[src/rtl/polytomsg_masked_pack_pkg.sv]
// Shared constants and types for the masked poly-to-message packer.
// Holds the message geometry (coefficients, bytes), the message-bit index
// within a coefficient share, and the packer FSM state type.
package polytomsg_masked_pack_pkg;

  localparam int unsigned KYBER_N  = 256;
  localparam int unsigned N_BYTES  = KYBER_N / 8;
  localparam int unsigned COEFF_SZ = 16;
  localparam int unsigned QBITS2   = 13;
  localparam int unsigned MSG_BIT  = QBITS2 - 1;

  typedef enum logic [1:0] {
    ST_IDLE = 2'd0,
    ST_RUN  = 2'd1,
    ST_DONE = 2'd2
  } state_e;

endpackage

[src/rtl/polytomsg_bit_accum.sv]
// One share's byte accumulator: inserts a message bit at position idx
// (LSB-first) and exposes the byte including that bit before it registers.
// Ports:
//   clk, rst    clock, async active-high reset
//   clr         synchronous clear (start of message)
//   ins         insert bit_in at idx this cycle
//   idx         bit position 0..7
//   bit_in      message-bit share
//   acc_o       registered partial byte
//   full_c      combinational byte with the current bit inserted
module polytomsg_bit_accum (
  input  logic       clk,
  input  logic       rst,
  input  logic       clr,
  input  logic       ins,
  input  logic [2:0] idx,
  input  logic       bit_in,
  output logic [7:0] acc_o,
  output logic [7:0] full_c
);
  import polytomsg_masked_pack_pkg::*;

  logic [7:0] acc_q;
  logic [7:0] acc_d;

  // Byte as it looks with the current bit merged; the top loads this on bit 7.
  always_comb begin
    full_c      = acc_q;
    full_c[idx] = bit_in;
    acc_d       = acc_q;
    if (clr) begin
      acc_d = '0;
    end else if (ins) begin
      acc_d = (idx == 3'd7) ? 8'h00 : full_c;
    end
  end

  always_ff @(posedge clk or posedge rst) begin
    if (rst) acc_q <= '0;
    else     acc_q <= acc_d;
  end

  assign acc_o = acc_q;

endmodule

[src/rtl/polytomsg_masked_pack.sv]
// Packs the message-bit share of each Boolean-masked coefficient pair into
// byte-share pairs (m1, m2), LSB-first, 8 coefficients per byte. Shares stay
// separate end to end.
// Optional macro POLYTOMSG_PACK_REFRESH_EN adds input rnd[7:0]; each loaded
// byte pair is re-masked as (acc1^rnd, acc2^rnd).
// Ports:
//   clk, rst            clock, async active-high reset
//   start               begin a message (IDLE only)
//   in_valid/in_ready   coefficient share handshake (in_ready combinational)
//   x1, x2              coefficient shares
//   out_valid/out_ready byte share handshake
//   m1, m2              byte shares
//   byte_idx            index of the held byte
//   done                one-cycle pulse after the last byte is taken
//   rnd                 (macro only) fresh mask byte
module polytomsg_masked_pack #(
  parameter int unsigned KYBER_N  = polytomsg_masked_pack_pkg::KYBER_N,
  parameter int unsigned COEFF_SZ = polytomsg_masked_pack_pkg::COEFF_SZ,
  parameter int unsigned QBITS2   = polytomsg_masked_pack_pkg::QBITS2
) (
  input  logic                         clk,
  input  logic                         rst,
  input  logic                         start,
  input  logic                         in_valid,
  output logic                         in_ready,
  input  logic [COEFF_SZ-1:0]          x1,
  input  logic [COEFF_SZ-1:0]          x2,
  output logic                         out_valid,
  input  logic                         out_ready,
  output logic [7:0]                   m1,
  output logic [7:0]                   m2,
  output logic [$clog2(KYBER_N/8)-1:0] byte_idx,
  output logic                         done
`ifdef POLYTOMSG_PACK_REFRESH_EN
  ,
  input  logic [7:0]                   rnd
`endif
);
  import polytomsg_masked_pack_pkg::*;

  localparam int unsigned BYTES = KYBER_N / 8;
  localparam int unsigned IDX_W = $clog2(BYTES);
  localparam int unsigned CNT_W = $clog2(KYBER_N + 1);
  localparam int unsigned MSG   = QBITS2 - 1;

  state_e             state_q, state_d;
  logic [CNT_W-1:0]   cnt_q, cnt_d;
  logic               out_valid_q, out_valid_d;
  logic [7:0]         m1_q, m1_d, m2_q, m2_d;
  logic [IDX_W-1:0]   byte_idx_q, byte_idx_d;
  logic               done_q, done_d;

  logic               accept;
  logic               out_hs;
  logic               acc_clr;
  logic [7:0]         mask_c;
  logic [7:0]         acc1, acc2, full1_c, full2_c;

`ifdef POLYTOMSG_PACK_REFRESH_EN
  assign mask_c = rnd;
`else
  assign mask_c = 8'h00;
`endif

  // Bit 7 of a byte may only enter when the output register is free or
  // being emptied this cycle; bits 0..6 keep flowing under backpressure.
  assign in_ready = (state_q == ST_RUN) && (cnt_q < CNT_W'(KYBER_N)) &&
                    ((cnt_q[2:0] != 3'd7) || !out_valid_q || out_ready);
  assign accept   = in_valid && in_ready;
  assign out_hs   = out_valid_q && out_ready;
  assign acc_clr  = (state_q == ST_IDLE) && start;

  polytomsg_bit_accum u_acc1 (
    .clk    (clk),
    .rst    (rst),
    .clr    (acc_clr),
    .ins    (accept),
    .idx    (cnt_q[2:0]),
    .bit_in (x1[MSG]),
    .acc_o  (acc1),
    .full_c (full1_c)
  );

  polytomsg_bit_accum u_acc2 (
    .clk    (clk),
    .rst    (rst),
    .clr    (acc_clr),
    .ins    (accept),
    .idx    (cnt_q[2:0]),
    .bit_in (x2[MSG]),
    .acc_o  (acc2),
    .full_c (full2_c)
  );

  // Next-state and datapath control.
  always_comb begin
    state_d     = state_q;
    cnt_d       = cnt_q;
    out_valid_d = out_valid_q;
    m1_d        = m1_q;
    m2_d        = m2_q;
    byte_idx_d  = byte_idx_q;
    done_d      = 1'b0;

    unique case (state_q)
      ST_IDLE: begin
        if (start) begin
          state_d     = ST_RUN;
          cnt_d       = '0;
          byte_idx_d  = '0;
          out_valid_d = 1'b0;
        end
      end
      ST_RUN: begin
        if (out_hs) begin
          out_valid_d = 1'b0;
          byte_idx_d  = byte_idx_q + IDX_W'(1);
          if (byte_idx_q == IDX_W'(BYTES - 1)) begin
            state_d = ST_DONE;
            done_d  = 1'b1;
          end
        end
        // A byte completing here overrides the handshake's clear above.
        if (accept) begin
          cnt_d = cnt_q + CNT_W'(1);
          if (cnt_q[2:0] == 3'd7) begin
            m1_d        = full1_c ^ mask_c;
            m2_d        = full2_c ^ mask_c;
            out_valid_d = 1'b1;
          end
        end
      end
      ST_DONE: begin
        state_d = ST_IDLE;
      end
      default: begin
        state_d = ST_IDLE;
      end
    endcase
  end

  always_ff @(posedge clk or posedge rst) begin
    if (rst) begin
      state_q     <= ST_IDLE;
      cnt_q       <= '0;
      out_valid_q <= 1'b0;
      m1_q        <= '0;
      m2_q        <= '0;
      byte_idx_q  <= '0;
      done_q      <= 1'b0;
    end else begin
      state_q     <= state_d;
      cnt_q       <= cnt_d;
      out_valid_q <= out_valid_d;
      m1_q        <= m1_d;
      m2_q        <= m2_d;
      byte_idx_q  <= byte_idx_d;
      done_q      <= done_d;
    end
  end

  assign out_valid = out_valid_q;
  assign m1        = m1_q;
  assign m2        = m2_q;
  assign byte_idx  = byte_idx_q;
  assign done      = done_q;

  // Partial accumulator contents are internal only.
  logic unused_acc;
  assign unused_acc = ^{acc1, acc2};

endmodule

[config.mk]
export PLATFORM = sky130hd
export DESIGN_NAME = polytomsg_masked_pack
export DESIGN_NICKNAME = d
export VERILOG_FILES = /design/src/rtl/polytomsg_masked_pack_pkg.sv /design/src/rtl/polytomsg_bit_accum.sv /design/src/rtl/polytomsg_masked_pack.sv
export SDC_FILE = /design/constraint.sdc
export NUM_CORES = 1
export LEC_CHECK = 0
export BUFFER_PORTS_ARGS = -buffer_cell sky130_fd_sc_hd__clkbuf_2
export CAP_MARGIN = 20
export CORE_MARGIN = 5
export CORE_UTILIZATION = 52
export CTS_CLUSTER_SIZE = 24
export DETAILED_ROUTE_END_ITERATION = 7
export PLACE_DENSITY = 0.75
export RECOVER_POWER = 25
export SLEW_MARGIN = 10
export SYNTH_ARGS = -nofsm -noshare
export SYNTH_HDL_FRONTEND = slang
export SYNTH_SLANG_ARGS = --single-unit
[constraint.sdc]
create_clock -name clk -period 2.8 [get_ports clk]
set_clock_uncertainty 0.2 [all_clocks]
set_input_delay 0.7 -clock clk [delete_from_list [all_inputs] [get_ports clk]]
set_output_delay 0.7 -clock clk [all_outputs]
set_load 0.02 [all_outputs]
# Word-level counts from Yosys, hierarchy flattened
# Index checks and enable logic that the tools add are counted.
# Widths: inputs -> output; s select.
totals:
  reg_bits: 50
  latch_bits: 0
  ramBits: 0
  romBits: 0
  input_bits: 37
  output_inout_bits: 24
  wordCells: 67
  memories: 0
op_classes:
  n_addsub: 2
  mul: 0
  div: 0
  n_lt_le_gt_ge: 3
  eq_ne: 8
  shift: 0
  n_mux: 28
  n_bitwise: 0
  n_reduce_logical: 17
ops:
  columns: ["operator", "count"]
  rows:
  - ["$mux 8", 6]
  - ["$mux 9", 2]
  - ["$pmux 9 s2", 1]
  - ["$bwmux 8", 2]
  - ["$reduce_and 3->1", 4]
  - ["$mux 5", 2]
  - ["$pmux 5 s2", 1]
  - ["$add 9x1->9 const B", 1]
  - ["$lt 9x9->1 const B", 1]
  - ["$mux 1", 8]
  - ["$logic_and 1x1->1", 6]
  - ["$mux 2", 3]
  - ["$ne 2x2->1 const B", 3]
  - ["$add 5x1->5 const B", 1]
  - ["$eq 5x5->1 const B", 1]
  - ["$lt 3x4->1 const B", 1]
  - ["$pmux 2 s2", 1]
  - ["$reduce_bool 2->1", 2]
  - ["$demux 1 s3", 1]
  - ["$eq 3x3->1 const B", 1]
  - ["$ge 3x1->1 const B", 1]
  - ["$ne 3x3->1 const B", 1]
  - ["$eq 2x1->1 const B", 1]
  - ["$logic_not 2->1", 1]
  - ["other kinds (5)", 6]

# Depth between registers and ports, before layout
depth:
  depth_word: 8
  ltp_mapped: 7
  ltp_nobuf: 6

# Cells and area by module
# A second synthesis with hierarchy kept.
unflattened:
  cells_unflattened: 274
  hier_area_um2: 2857.7
modules_own_cells:
  columns: ["mod", "instances", "cells_each", "area_per_inst_um2", "seq_area_each_um2"]
  rows:
  - ["polytomsg_masked_pack", 1, 128, 1526.5, 850.8]
  - ["polytomsg_bit_accum", 2, 73, 665.6, 200.2]

# Worst setup path after synthesis
# No wires, ideal clock.
synth_path:
  kind: "reg2out"
  from: "register cnt_q[0]"
  to: "output port in_ready"
  t_arrival_ns: 1.559
  required_ns: 1.900
  setup_slack_ns: 0.341
  path_stages_with_launch: 5
  n_path_buf: 0
  path_cell_list: "dfrtp_1 ha_1 ha_1 nand3b_2 nor3b_1"
synth_between:
  elab_chain_len: 4
  elab_cells_between_ends: 6
  cone_classes: "order compare (1); eq/ne (1); reduce/logical (4)"
synth_lines:
  columns: ["element", "line", "text"]
  rows:
  - ["start: declaration", "polytomsg_masked_pack.sv:47", "logic [CNT_W-1:0] cnt_q, cnt_d;"]
  - ["start signal: assignment", "polytomsg_masked_pack.sv:153", "cnt_q <= cnt_d;"]
  - ["branches (longest 3 deep; another with $lt 9x9->1)", null, null]
  - ["$logic_and 1x1->1 (*)", "polytomsg_masked_pack.sv:67", "assign in_ready = (state_q == ST_RUN) && (cnt_q < CNT_W'(KYBER_N)) &&"]
  - ["end: declaration", "polytomsg_masked_pack.sv:25", "output logic in_ready,"]
# Mark *: on every way between the ends.

# Worst setup path in the final report
layout_path:
  from: "register cnt_q[1]"
  to: "output port in_ready"
# Same word-level chain as after synthesis.

==> flow_summary.json <==
{
  "drt_iter0_markers": 89,
  "p_leak_nw": 1.29,
  "clockBufferDepth": 2,
  "diodes": 0,
  "dp_hpwl_um": 3100,
  "synth-seq-area-share_pct": 53.3,
  "boundaryPins": 61,
  "final_nets": 297,
  "viasPerCell": 5.53,
  "rsz0062_at_grt": "false",
  "cts_resized": 0,
  "fmax_mhz": 382,
  "required_ps": 1900,
  "place_inst": 301,
  "stdcell_count": 309,
  "placement.io_buffers": 30,
  "period_minus_slack_ps": 2620,
  "drc": 0,
  "syn-cell-area_sq_mm": 0.00235,
  "gp_congestion": 0.790,
  "final_common_cell": "dfrtp_1",
  "cts_tree": "done",
  "crit_buf_inv": 1,
  "total_power_mw": 2.46,
  "p_per_area_mw_per_mm2": 926,
  "syn_inst": 226,
  "h-tree-depth": 2,
  "whs_ps": 280,
  "min-delay-path-class": "flop to flop",
  "yosysUniqueCellTypes": 39,
  "drv_slew": 0,
  "n_fill_cell": 372,
  "grt_pass1_vias": 1708,
  "die_h_um": 77.2,
  "setup.worst_path.end_class": "output port",
  "antenna_found_initial": 0,
  "maxCapViolCount": 0,
  "period_share_pct": 93.4,
  "final_cell_mix": "dfrtp_1 (49), nand2_1 (41), clkbuf_2 (30)",
  "cp_data_arrival_time_ps": 1720,
  "die_x_um": 77.2,
  "root_buffer": "clkbuf_8",
  "clk_pin_slew_ps": 80,
  "slowest_stage": "dfrtp_2",
  "critical_path.max_stage_delay_ps": 480,
  "grt_max_degree": 34,
  "crit_chain": "ha_1 -> ha_2 -> nand3b_2 -> nor3b_1 -> clkbuf_2",
  "die_area_sq_mm": 0.00596,
  "worstMarginPinSlew_ps": 865,
  "yosys_warnings": 0,
  "route.final.wire_length_um": 4400,
  "postCtsHoldBufs": 0,
  "crit_family": "flip-flops",
  "cts_setup_buffers": 0,
  "critPathKind": "flop to output port",
  "clock-sinks": 50,
  "synth_edf_count": 0,
  "drive_above_1_share_pct": 23.3,
  "start_util_pct": 53.9,
  "wl_per_cell_um": 14.2,
  "cts_buffers": 5,
  "peakVddDrop_mv": 0.589,
  "startpoint_type": "flop",
  "async_flop_share_pct": 100,
  "syn2layout_area_growth_pct": 13.0,
  "vias": 1708,
  "drt_pre_antenna_iters": 4,
  "synth-seq-cells": 50,
  "outcome": "completed",
  "drt.antenna.violating_nets": 0,
  "clk_latency_ps": 290,
  "synthFlopType": "dfrtp_1",
  "grt_usage_pct": 16.0,
  "rows": 24,
  "timing.final.setup_violations": 0,
  "slew_headroom_pct": 42.3,
  "fp.coreArea_sq_mm": 0.00435,
  "hold_viol_final": 0,
  "cp_max_fo": 10,
  "synth_nets": 267,
  "grt_first_pass_wirelength_um": 7830,
  "avgSynthCellArea_sq_um": 10.4,
  "tns_ps": 0,
  "grt-ovfl-total": 0
}
-- power breakdown --
part           leakage (nW)  switching [mW]  internal, mW
combinational         0.590           0.521         0.336
sequential            0.657           0.192         0.989
clock                0.0482           0.218         0.199
total                  1.29           0.931          1.52
-- registers in the layout, summed over array words and instances, names as in the netlist --
name,count
byte_idx,5
cnt_q,9
done,1
m1,8
m2,8
out_valid,1
state_q,2
u_acc1.acc_o,8
u_acc2.acc_o,8
-- worst paths after layout --
kind                                                  start                          end  slack, ps  cells after the start
worst max-delay path                   cnt_q[1]$_DFFE_PP0P_                     in_ready        180                      5
worst min-delay path            u_acc1.acc_o[1]$_DFFE_PP0P_  u_acc1.acc_o[1]$_DFFE_PP0P_        280                      2
worst max register to register         cnt_q[1]$_DFFE_PP0P_  u_acc1.acc_o[5]$_DFFE_PP0P_        540                      7
worst min register to register  u_acc1.acc_o[1]$_DFFE_PP0P_  u_acc1.acc_o[1]$_DFFE_PP0P_        280                      2
max in group asynchronous                               rst      byte_idx[1]$_DFFE_PP0P_        990                      3
min in group asynchronous                               rst            m2[2]$_DFFE_PP0P_        350                      2
-- cell type report --
| type | instances | area [sq um] | area share (%) |
|---|---|---|---|
| flip-flops and latches | 50 | 1250 | 47.2 |
| inverters | 2 | 7.51 | 0.283 |
| clock buffers | 7 | 86.3 | 3.25 |
| well taps | 52 | 65.1 | 2.45 |
| clock inverters | 1 | 5.00 | 0.189 |
| repair buffers | 38 | 219 | 8.25 |
| multi-input cells | 159 | 1020 | 38.3 |
-- worst register-to-register path, delay by kind of cell (launching register included) --
family	cells	cell delay, ps
simple gates	3	650
fa+ha+maj	2	490
flops	1	480
compound gates	1	210
buf+inv	1	160
-- cell usage after synthesis, types with 2 or more instances --
library cell	count	area (sq um)
a21oi_1	2	10.0
a41oi_1	2	17.5
and2_1	3	18.8
and3_1	3	18.8
buf_2	2	10.0
buf_6	2	22.5
clkbuf_1	10	37.5
dfrtp_1	50	1250
ha_1	4	50.1
inv_1	2	7.51
mux2i_1	16	160
nand2_1	41	154
nand3_1	5	25.0
nand3b_1	4	30.0
nand4_1	2	12.5
nand4b_1	2	17.5
nor2_1	10	37.5
nor3_1	2	10.0
nor3b_1	5	37.5
o21ai_0	26	130
o21ai_2	10	87.6
xor2_1	6	52.6
-- stage by stage --
step / area, sq um / worst slack [ps] / util, %
3_5_place_dp: 2560 / 390 / 58.8
4_1_cts: 2650 / 50.2 / 60.9
3_3_place_gp: 2560 / 393 / 58.8
6_report: 2650 / 185 / 60.9
2_1_floorplan: 2350 / 341 / -
5_1_grt: 2650 / 67.2 / 60.9
-- layer usage --
layer	vias to the layer above	track usage, %	wire length, um
met3	4	4.57	160
met2	26	27.6	2180
met5	-	0	0
li1	847	-	-
met1	831	19.8	2010
met4	0	3.61	47
-- kinds of logic after synthesis --
family,Yosys count,share of synthesized area (%)
flops,50,53.3
compound gates,46,12.5
fa+ha+maj,4,2.13
simple gates,86,19.1
xor+xnor,6,2.24
mux,17,7.30
buf+inv,17,3.46
(Power assumes the default switching activity.)
